$ cat config.mk
export PLATFORM = sky130hd
export DESIGN_NAME = parking_gate_scheduler
export DESIGN_NICKNAME = d
export VERILOG_FILES = /design/src/rtl/gate_sched_pkg.sv /design/src/rtl/gate_pass_timer.sv /design/src/rtl/parking_gate_scheduler.sv
export SDC_FILE = /design/constraint.sdc
export NUM_CORES = 1
export LEC_CHECK = 0
export BUFFER_PORTS_ARGS = -buffer_cell sky130_fd_sc_hd__buf_4
export CAP_MARGIN = 20
export CORE_ASPECT_RATIO = 1.1
export CORE_MARGIN = 10
export CORE_UTILIZATION = 40
export DETAILED_ROUTE_END_ITERATION = 16
export SLEW_MARGIN = 40
export SYNTH_ARGS = -nofsm -noshare
export SYNTH_HDL_FRONTEND = slang
export SYNTH_SLANG_ARGS = --single-unit
$ cat constraint.sdc
create_clock -name clk -period 5.57 [get_ports clk]
set_input_delay 0 -clock clk [delete_from_list [all_inputs] [get_ports clk]]
set_output_delay 0 -clock clk [all_outputs]
set_load 0.05 [all_outputs]
$ cat src/rtl/gate_sched_pkg.sv
// Shared state encoding and default sizing for the parking gate scheduler.
package gate_sched_pkg;

    typedef enum logic [1:0] {
        IDLE  = 2'd0,
        ENTRY = 2'd1,
        EXIT  = 2'd2,
        HOLD  = 2'd3
    } gate_state_e;

    localparam logic [7:0] DEF_CAPACITY     = 8'd20;
    localparam int         DEF_PASS_TIMEOUT = 16;

endpackage

$ cat src/rtl/gate_pass_timer.sv
// Clearable pass timer: counts cycles the gate is open and flags the last allowed cycle.
module gate_pass_timer
    import gate_sched_pkg::*;
#(
    parameter int PASS_TIMEOUT = DEF_PASS_TIMEOUT
) (
    input  logic clk,
    input  logic rst,
    input  logic clear,
    input  logic en,
    output logic expire
);

    localparam int CNT_W = $clog2(PASS_TIMEOUT + 1);
    localparam logic [CNT_W-1:0] LAST = CNT_W'(PASS_TIMEOUT - 1);

    logic [CNT_W-1:0] cnt_q, cnt_d;

    // Holds at LAST so a stalled count never wraps back into range.
    always_comb begin
        cnt_d = cnt_q;
        if (clear) begin
            cnt_d = '0;
        end else if (en && (cnt_q != LAST)) begin
            cnt_d = cnt_q + CNT_W'(1);
        end
    end

    assign expire = en && (cnt_q == LAST);

    always_ff @(posedge clk) begin
        if (rst) begin
            cnt_q <= '0;
        end else begin
            cnt_q <= cnt_d;
        end
    end

endmodule

$ cat src/rtl/parking_gate_scheduler.sv
// Shared entry/exit gate scheduler with occupancy tracking, pass timeout and lockout.
// Define GATE_SCHED_RR_EN for round-robin tie-breaking; default is exit-lane priority.
module parking_gate_scheduler
    import gate_sched_pkg::*;
#(
    parameter logic [7:0] CAPACITY     = DEF_CAPACITY,
    parameter int         PASS_TIMEOUT = DEF_PASS_TIMEOUT
) (
    input  logic       clk,
    input  logic       rst,
    input  logic       entry_req,
    input  logic       exit_req,
    input  logic       pass_sensor,
    input  logic       block_alarm,
    output logic       entry_grant,
    output logic       exit_grant,
    output logic       open_gate,
    output logic       close_gate,
    output logic [7:0] occupancy,
    output logic       full,
    output logic       timeout_alarm
);

    gate_state_e state_q, state_d;
    logic        entry_grant_q, entry_grant_d;
    logic        exit_grant_q, exit_grant_d;
    logic        open_gate_q, open_gate_d;
    logic [7:0]  occupancy_q, occupancy_d;
    logic        timeout_alarm_q, timeout_alarm_d;
    logic        pass_prev_q;

    logic pass_edge;
    logic entry_ok;
    logic exit_ok;
    logic pick_exit;
    logic timer_clear;
    logic timer_en;
    logic expire;

    assign full      = (occupancy_q == CAPACITY);
    assign pass_edge = pass_sensor && !pass_prev_q;
    assign entry_ok  = entry_req && !full;
    assign exit_ok   = exit_req && (occupancy_q != 8'd0);

`ifdef GATE_SCHED_RR_EN
    logic rr_ptr_q, rr_ptr_d;
    logic lane_done;

    // rr_ptr_q = 0 names the entry lane, 1 names the exit lane.
    assign pick_exit = exit_ok && (!entry_ok || rr_ptr_q);
    assign lane_done = timer_en && !block_alarm && (pass_edge || expire);

    always_comb begin
        rr_ptr_d = rr_ptr_q;
        if (lane_done) begin
            rr_ptr_d = !rr_ptr_q;
        end
    end
`else
    assign pick_exit = exit_ok;
`endif

    assign timer_en    = (state_q == ENTRY) || (state_q == EXIT);
    assign timer_clear = (state_q == IDLE) && !block_alarm && (entry_ok || exit_ok);

    gate_pass_timer #(
        .PASS_TIMEOUT(PASS_TIMEOUT)
    ) u_timer (
        .clk   (clk),
        .rst   (rst),
        .clear (timer_clear),
        .en    (timer_en),
        .expire(expire)
    );

    // Lockout outranks a pass or timeout; a pass outranks a timeout in the same cycle.
    always_comb begin
        state_d         = state_q;
        occupancy_d     = occupancy_q;
        timeout_alarm_d = 1'b0;
        if (block_alarm) begin
            state_d = HOLD;
        end else begin
            case (state_q)
                IDLE: begin
                    if (pick_exit) begin
                        state_d = EXIT;
                    end else if (entry_ok) begin
                        state_d = ENTRY;
                    end
                end
                ENTRY, EXIT: begin
                    if (pass_edge) begin
                        state_d = IDLE;
                        if (state_q == ENTRY) begin
                            if (occupancy_q < CAPACITY) begin
                                occupancy_d = occupancy_q + 8'd1;
                            end
                        end else if (occupancy_q != 8'd0) begin
                            occupancy_d = occupancy_q - 8'd1;
                        end
                    end else if (expire) begin
                        state_d         = IDLE;
                        timeout_alarm_d = 1'b1;
                    end
                end
                HOLD:    state_d = IDLE;
                default: state_d = IDLE;
            endcase
        end
        entry_grant_d = (state_d == ENTRY);
        exit_grant_d  = (state_d == EXIT);
        open_gate_d   = (state_d == ENTRY) || (state_d == EXIT);
    end

    always_ff @(posedge clk) begin
        if (rst) begin
            state_q         <= IDLE;
            entry_grant_q   <= 1'b0;
            exit_grant_q    <= 1'b0;
            open_gate_q     <= 1'b0;
            occupancy_q     <= 8'd0;
            timeout_alarm_q <= 1'b0;
            pass_prev_q     <= 1'b0;
`ifdef GATE_SCHED_RR_EN
            rr_ptr_q        <= 1'b0;
`endif
        end else begin
            state_q         <= state_d;
            entry_grant_q   <= entry_grant_d;
            exit_grant_q    <= exit_grant_d;
            open_gate_q     <= open_gate_d;
            occupancy_q     <= occupancy_d;
            timeout_alarm_q <= timeout_alarm_d;
            pass_prev_q     <= pass_sensor;
`ifdef GATE_SCHED_RR_EN
            rr_ptr_q        <= rr_ptr_d;
`endif
        end
    end

    assign entry_grant   = entry_grant_q;
    assign exit_grant    = exit_grant_q;
    assign open_gate     = open_gate_q;
    assign close_gate    = !open_gate_q;
    assign occupancy     = occupancy_q;
    assign timeout_alarm = timeout_alarm_q;

endmodule

# [Word level (Yosys, flattened, before mapping)]
# Cells that the tools add are included.
[word_totals] word_cells=54 out_inout_bits=14 register_bits=20 in_bits=6
[classes] n_eq_ne=9 magnitude_cmp=1 bitwise=2 reduce_logical=21 muxes=10 add_sub_neg=3
[ops] cell="$mux 8" count=3
[ops] cell="$mux 2" count=5
[ops] cell="$add 8x1->8 const B" count=1
[ops] cell="$eq 8x5->1 const B" count=1
[ops] cell="$lt 8x5->1 const B" count=1
[ops] cell="$reduce_bool 8->1" count=1
[ops] cell="$sub 8x1->8 const B" count=1
[ops] cell="$logic_and 1x1->1" count=7
[ops] cell="$eq 2x2->1 const B" count=3
[ops] cell="$pmux 2 s3" count=1
[ops] cell="$add 5x1->5 const B" count=1
[ops] cell="$eq 5x4->1 const B" count=1
[ops] cell="$ne 5x4->1 const B" count=1
[ops] cell="$reduce_and 5->1" count=1
[ops] cell="$eq 2x1->1 const B" count=2
[ops] cell="$logic_not 1->1" count=4
[ops] cell="$reduce_or 2->1" count=2
[ops] cell="$reduce_or 4->1" count=1
[ops] cell="$logic_or 1x1->1" count=3
[ops] cell="$logic_not 2->1" count=1
[ops] cell="$ne 2x1->1 const B" count=1
[ops] cell="$not 1->1" count=2
[ops] cell="$reduce_bool 2->1" count=1
[ops] cell="$mux 1" count=1

# [Depth between registers and ports, before layout]
[logic_depth] word_depth=9 mapped_depth=11 depth_no_buf=10

# [Hierarchy]
# From an unflattened synthesis, not the netlist that was laid out.
[hier_totals] hier_cells=145 area_unflattened_um2=1276.2
[by_module_without_submodules] mod="parking_gate_scheduler" n_inst=1 area_each_um2=1027.2 cells_per_inst=118
[by_module_without_submodules] mod="gate_pass_timer" n_inst=1 area_each_um2=249.0 cells_per_inst=27

# [Worst setup path after synthesis]
# OpenSTA, ideal clock, no wires.
[synth_path] kind="register to register" from="reg occupancy_q[0] (netlist: occupancy[0])" to="reg open_gate_q (netlist: open_gate)" path_stages_with_launch=8 t_required_ps=5504 slack_ps=3388 n_path_buf=0 arrival_ps=2116 cell_sequence="dfxtp_1 -> or4_4 -> o311ai_1 -> nand2_1 -> a21oi_1 -> nor2_1 -> ha_1 -> nor2_1"
[synth_between] elab_chain_cells=9 word_cells_on_any_way=12
[synth_rtl] item="start, declared" line_no="parking_gate_scheduler.sv:28" source="logic [7:0] occupancy_q, occupancy_d;"
[synth_rtl] item="start signal, assigned" line_no="parking_gate_scheduler.sv:133" source="occupancy_q <= occupancy_d;"
[synth_rtl] item="$eq 8x5->1" line_no="parking_gate_scheduler.sv:40" source="assign full = (occupancy_q == CAPACITY);"
[synth_rtl] item="$logic_not 1->1" line_no="parking_gate_scheduler.sv:42" source="assign entry_ok = entry_req && !full;"
[synth_rtl] item="$logic_and 1x1->1" line_no="parking_gate_scheduler.sv:42"
[synth_rtl] item="$mux 2" line_no="parking_gate_scheduler.sv:88" source="end else if (entry_ok) begin"
[synth_rtl] item="$mux 2 *" line_no="parking_gate_scheduler.sv:86" source="if (pick_exit) begin"
[synth_rtl] item="$pmux 2 s3 *" line_no="parking_gate_scheduler.sv:84" source="case (state_q)"
[synth_rtl] item="$mux 2 *" line_no="parking_gate_scheduler.sv:81" source="if (block_alarm) begin"
[synth_rtl] item="$eq 2x1->1 or $eq 2x2->1 (tied branches)" line_no="parking_gate_scheduler.sv:113" source="open_gate_d = (state_d == ENTRY) || (state_d == EXIT);"
[synth_rtl] item="$logic_or 1x1->1 *" line_no="parking_gate_scheduler.sv:113"
[synth_rtl] item="end signal, assigned" line_no="parking_gate_scheduler.sv:132" source="open_gate_q <= open_gate_d;"
[synth_rtl] item="end, declared" line_no="parking_gate_scheduler.sv:27" source="logic open_gate_q, open_gate_d;"
# Every way passes the cells marked *; elsewhere a longest branch is shown, timed or not.
# A chain may end at the register's enable or synchronous reset.

# [Worst setup path in the final report]
[layout_path] from="reg u_timer.cnt_q[0]" to="reg open_gate_q (netlist: open_gate)"
[layout_between] elab_chain_cells=8 word_cells_on_any_way=9
[layout_rtl] item="start, declared" line_no="gate_pass_timer.sv:17" source="logic [CNT_W-1:0] cnt_q, cnt_d;"
[layout_rtl] item="start signal, assigned" line_no="gate_pass_timer.sv:35" source="cnt_q <= cnt_d;"
[layout_rtl] item="$eq 5x4->1 *" line_no="gate_pass_timer.sv:29" source="assign expire = en && (cnt_q == LAST);"
[layout_rtl] item="$logic_and 1x1->1 *" line_no="gate_pass_timer.sv:29"
[layout_rtl] item="$mux 2 *" line_no="parking_gate_scheduler.sv:102" source="end else if (expire) begin"
[layout_rtl] item="$mux 2 *" line_no="parking_gate_scheduler.sv:93" source="if (pass_edge) begin"
[layout_rtl] item="$pmux 2 s3 *" line_no="parking_gate_scheduler.sv:84"
[layout_rtl] item="$mux 2 *" line_no="parking_gate_scheduler.sv:81"
[layout_rtl] item="$eq 2x1->1 or $eq 2x2->1 (tied branches)" line_no="parking_gate_scheduler.sv:113"
[layout_rtl] item="$logic_or 1x1->1 *" line_no="parking_gate_scheduler.sv:113"
# Marked as above.

==> summary.md <==
| Metric | Value |
|---|---|
| Outcome | `finished, final reports clean` |
| Final GP Congestion | `0.740` |
| Initial DRC count | `41` |
| Share of the synthesized area in the top cell type | `33.4%` |
| Largest delay share family, worst path | `simple AND/OR/NAND/NOR gates` |
| Mean Syn Cell Area | `8.94 sq um` |
| Row count | `20` |
| Routing usage on met1 | `10.4%` |
| CP Class | `flip-flop to flip-flop` |
| Final min period | `2.37 ns` |
| Final clock period utilization by the worst path | `42.5%` |
| Final setup vio count | `0` |
| Bufs on Longest Clock Path | `2` |
| Number of enable flip-flop cells after synthesis | `0` |
| Relative slew slack | `61.3%` |
| Hold WC Path Type | `input port to flip-flop` |
| HPWL after detailed placement | `2.06 mm` |
| Layout cells sized above 1 | `19.0%` |
| Most frequent CP cell | `ha_1` |
| Max Cap Viol | `0` |
| CTS tree | `yes` |
| Die Footprint | `0.00558 sq mm` |
| PwrDens | `242 mW/mm^2` |
| Critical-path cell list | `ha_1, and3_1, ha_1, nor2b_1, a21o_1, nand2_1, a21oi_1, nor2_1, ha_1, nor2_1` |
| Postcts setup bufs | `0` |
| RSZ-0062 raised after global routing | `no` |
| Worst-Skew Late Latency | `0.29 ns` |
| Vias per cell | `5.36` |
| Via count | `1023` |
| Most crowded layer after global routing | `met2` |
| Mapped Cells | `134` |
| Required time worst endpoint | `5.81 ns` |
| Final std cells w/o fill | `191` |
| LEAKAGE | `0.639 nW` |
| Hold-fix buffers, CTS | `4` |
| Drt first pass iters | `4` |
| Register area share after synthesis | `33.4%` |
| YS warnings | `0` |
| Ant diodes | `0` |
| Syn Nets | `153` |
| Global Route met3 Usage | `1.65%` |
| Placed insts | `184` |
| Final slew viol count | `0` |
| Flops & latches, synth | `20` |
| Post-layout util | `50.8%` |
| Post-route setup slack | `3.20 ns` |
| Core area | `0.00283 sq mm` |
| IO buf count | `19` |
| Final ANT Viol Nets | `0` |
| Die height | `77.4 um` |
| Setup TNS | `0 ns` |
| IO Pins | `20` |
| Post-layout net count | `179` |
| Crit path buf inv count | `0` |
| Top post-synthesis cells by area | `dfxtp_1, ha_1, a21oi_1` |
| Grt total ovfl | `0` |
| CTS Buf Count | `3` |
| Post-Route WL | `2.61 mm` |
| CP max-delay cell | `nor2b_1` |
| Final Power | `0.347 mW` |
| Starting Density | `42.3%` |
| Die Width | `72.2 um` |
| Endpoints failing hold | `0` |
| Critical Path AT | `2.60 ns` |
| Pin count of the biggest net entering global routing | `14` |
| GRT Total Usage | `9.48%` |
| Vias in the first global route | `994` |
| Initial antenna violation count | `0` |
| Synth unique cells | `39` |
| Cell taking the most area after synthesis | `dfxtp_1` |
| Clock transition at path regs | `0.10 ns` |
| Fin Clk Skew | `0.00207 ns` |
| H-Tree Depth | `1` |
| Worst-Margin Slew | `0.579 ns` |
| Post-route DRC violation count | `0` |
| CTS Root Cell | `clkbuf_4` |
| Max Clock Freq | `0.423 GHz` |
| Sink Count | `20` |
| Peak VDD IR | `108 uV` |
| Largest stage delay, worst path | `0.47 ns` |
| CP Launch Type | `flip-flop` |
| CP endpoint kind | `flip-flop` |
| Fillers | `292` |
| First-pass GRT wire length | `4.42 mm` |
| Synthesized area | `0.00120 sq mm` |
| Ys async rst share | `0%` |
| Routed len/inst | `13.7 um` |
| Setup WS pre-CTS | `3.20 ns` |
| Layout area overhead | `20.0%` |
| Max FO, Critical Path | `7` |
| Main synth FF type | `dfxtp_1` |
| Met2 GRT Util | `16.5%` |
| Post-CTS sizing | `0` |
synthesized netlist by cell type, types with 2 or more instances:
library cell	instances
o21ai_0	3
nand2_1	8
mux2i_1	2
nor3_1	2
inv_1	11
a211oi_1	3
or3_1	2
a21oi_1	11
o21a_1	2
dfxtp_1	20
o211ai_1	5
xor2_1	2
nor2b_1	3
and3_1	2
a21o_1	2
nor2_1	9
xnor2_1	6
ha_1	12
clkbuf_1	2
nand3_1	7
nand4_1	2
worst min-delay path: stages:
cell and delay, ns:
buf_4 0.10, o311ai_1 0.12, nand2_1 0.10, nor4_1 0.05
final timing paths:
kind | from | to | slack, ns | cells past startpoint
max | u_timer.cnt_q[0]$_SDFFE_PP0P_ | open_gate$_SDFF_PP0_ | 3.20 | 10
min reg2reg | u_timer.cnt_q[3]$_SDFFE_PP0P_ | u_timer.cnt_q[3]$_SDFFE_PP0P_ | 0.52 | 2
max reg2reg | u_timer.cnt_q[0]$_SDFFE_PP0P_ | open_gate$_SDFF_PP0_ | 3.20 | 10
min | exit_req | entry_grant$_SDFF_PP0_ | 0.12 | 4
through the flow:
step / hold slack (ns) / area (sq um)
global placement: 0.217 / 1370
detailed placement: 0.217 / 1370
global route: 0.121 / 1440
floorplan: 0.0716 / 1200
CTS: 0.101 / 1440
finish: 0.116 / 1440
cells in the final DEF (no fill, tap or decap), types with 3 or more instances in the layout:
cell	instances
xnor2_1	6
dlygate4sd3_1	4
o211ai_1	5
nand3_1	7
nor2b_1	3
o21ai_0	3
nor2_1	9
a21oi_1	11
nand2_1	8
ha_1	12
a211oi_1	3
inv_1	11
clkbuf_4	3
dfxtp_1	20
buf_4	19
state kept, by name, indices dropped and copies added (netlist names):
register,cells
entry_grant,1
exit_grant,1
occupancy,8
open_gate,1
pass_prev_q,1
state_q,2
timeout_alarm,1
u_timer.cnt_q,5
power breakdown:
group,switching [mW],internal [mW]
clock,0.0407,0.0251
sequential,0.00891,0.153
combinational,0.0716,0.0477
kinds of logic (layout without fill, tap and decap cells):
family                   Yosys count  count (layout)  synth area share (%)
AND/OR/NAND/NOR                   42              42                  18.6
multiplexers                       2               2                  1.67
flip-flops                        20              20                  33.4
AO/OA/AOI/OAI                     36              36                  22.2
XOR/XNOR                           8               8                  5.85
adder cells (fa/ha/maj)           13              13                  14.2
buffers and inverters             13              37                  4.08
area by class of cell:
cell class | count | area, sq um | area share (%)
inverter | 11 | 41.3 | 2.87
timing repair buffer | 23 | 183 | 12.7
clock buffer | 3 | 22.5 | 1.57
multi-input combinational | 101 | 748 | 52.1
tap | 33 | 41.3 | 2.87
sequential | 20 | 400 | 27.9
routing by layer:
metal / wire (um) / share of wire (%) / up-vias
met5: 0 / 0 / -
met2: 1310 / 50 / 14
met4: 43 / 1.6 / 0
met3: 86 / 3.3 / 4
li1: - / - / 532
met1: 1170 / 45 / 473
(Power assumes the default switching activity.)
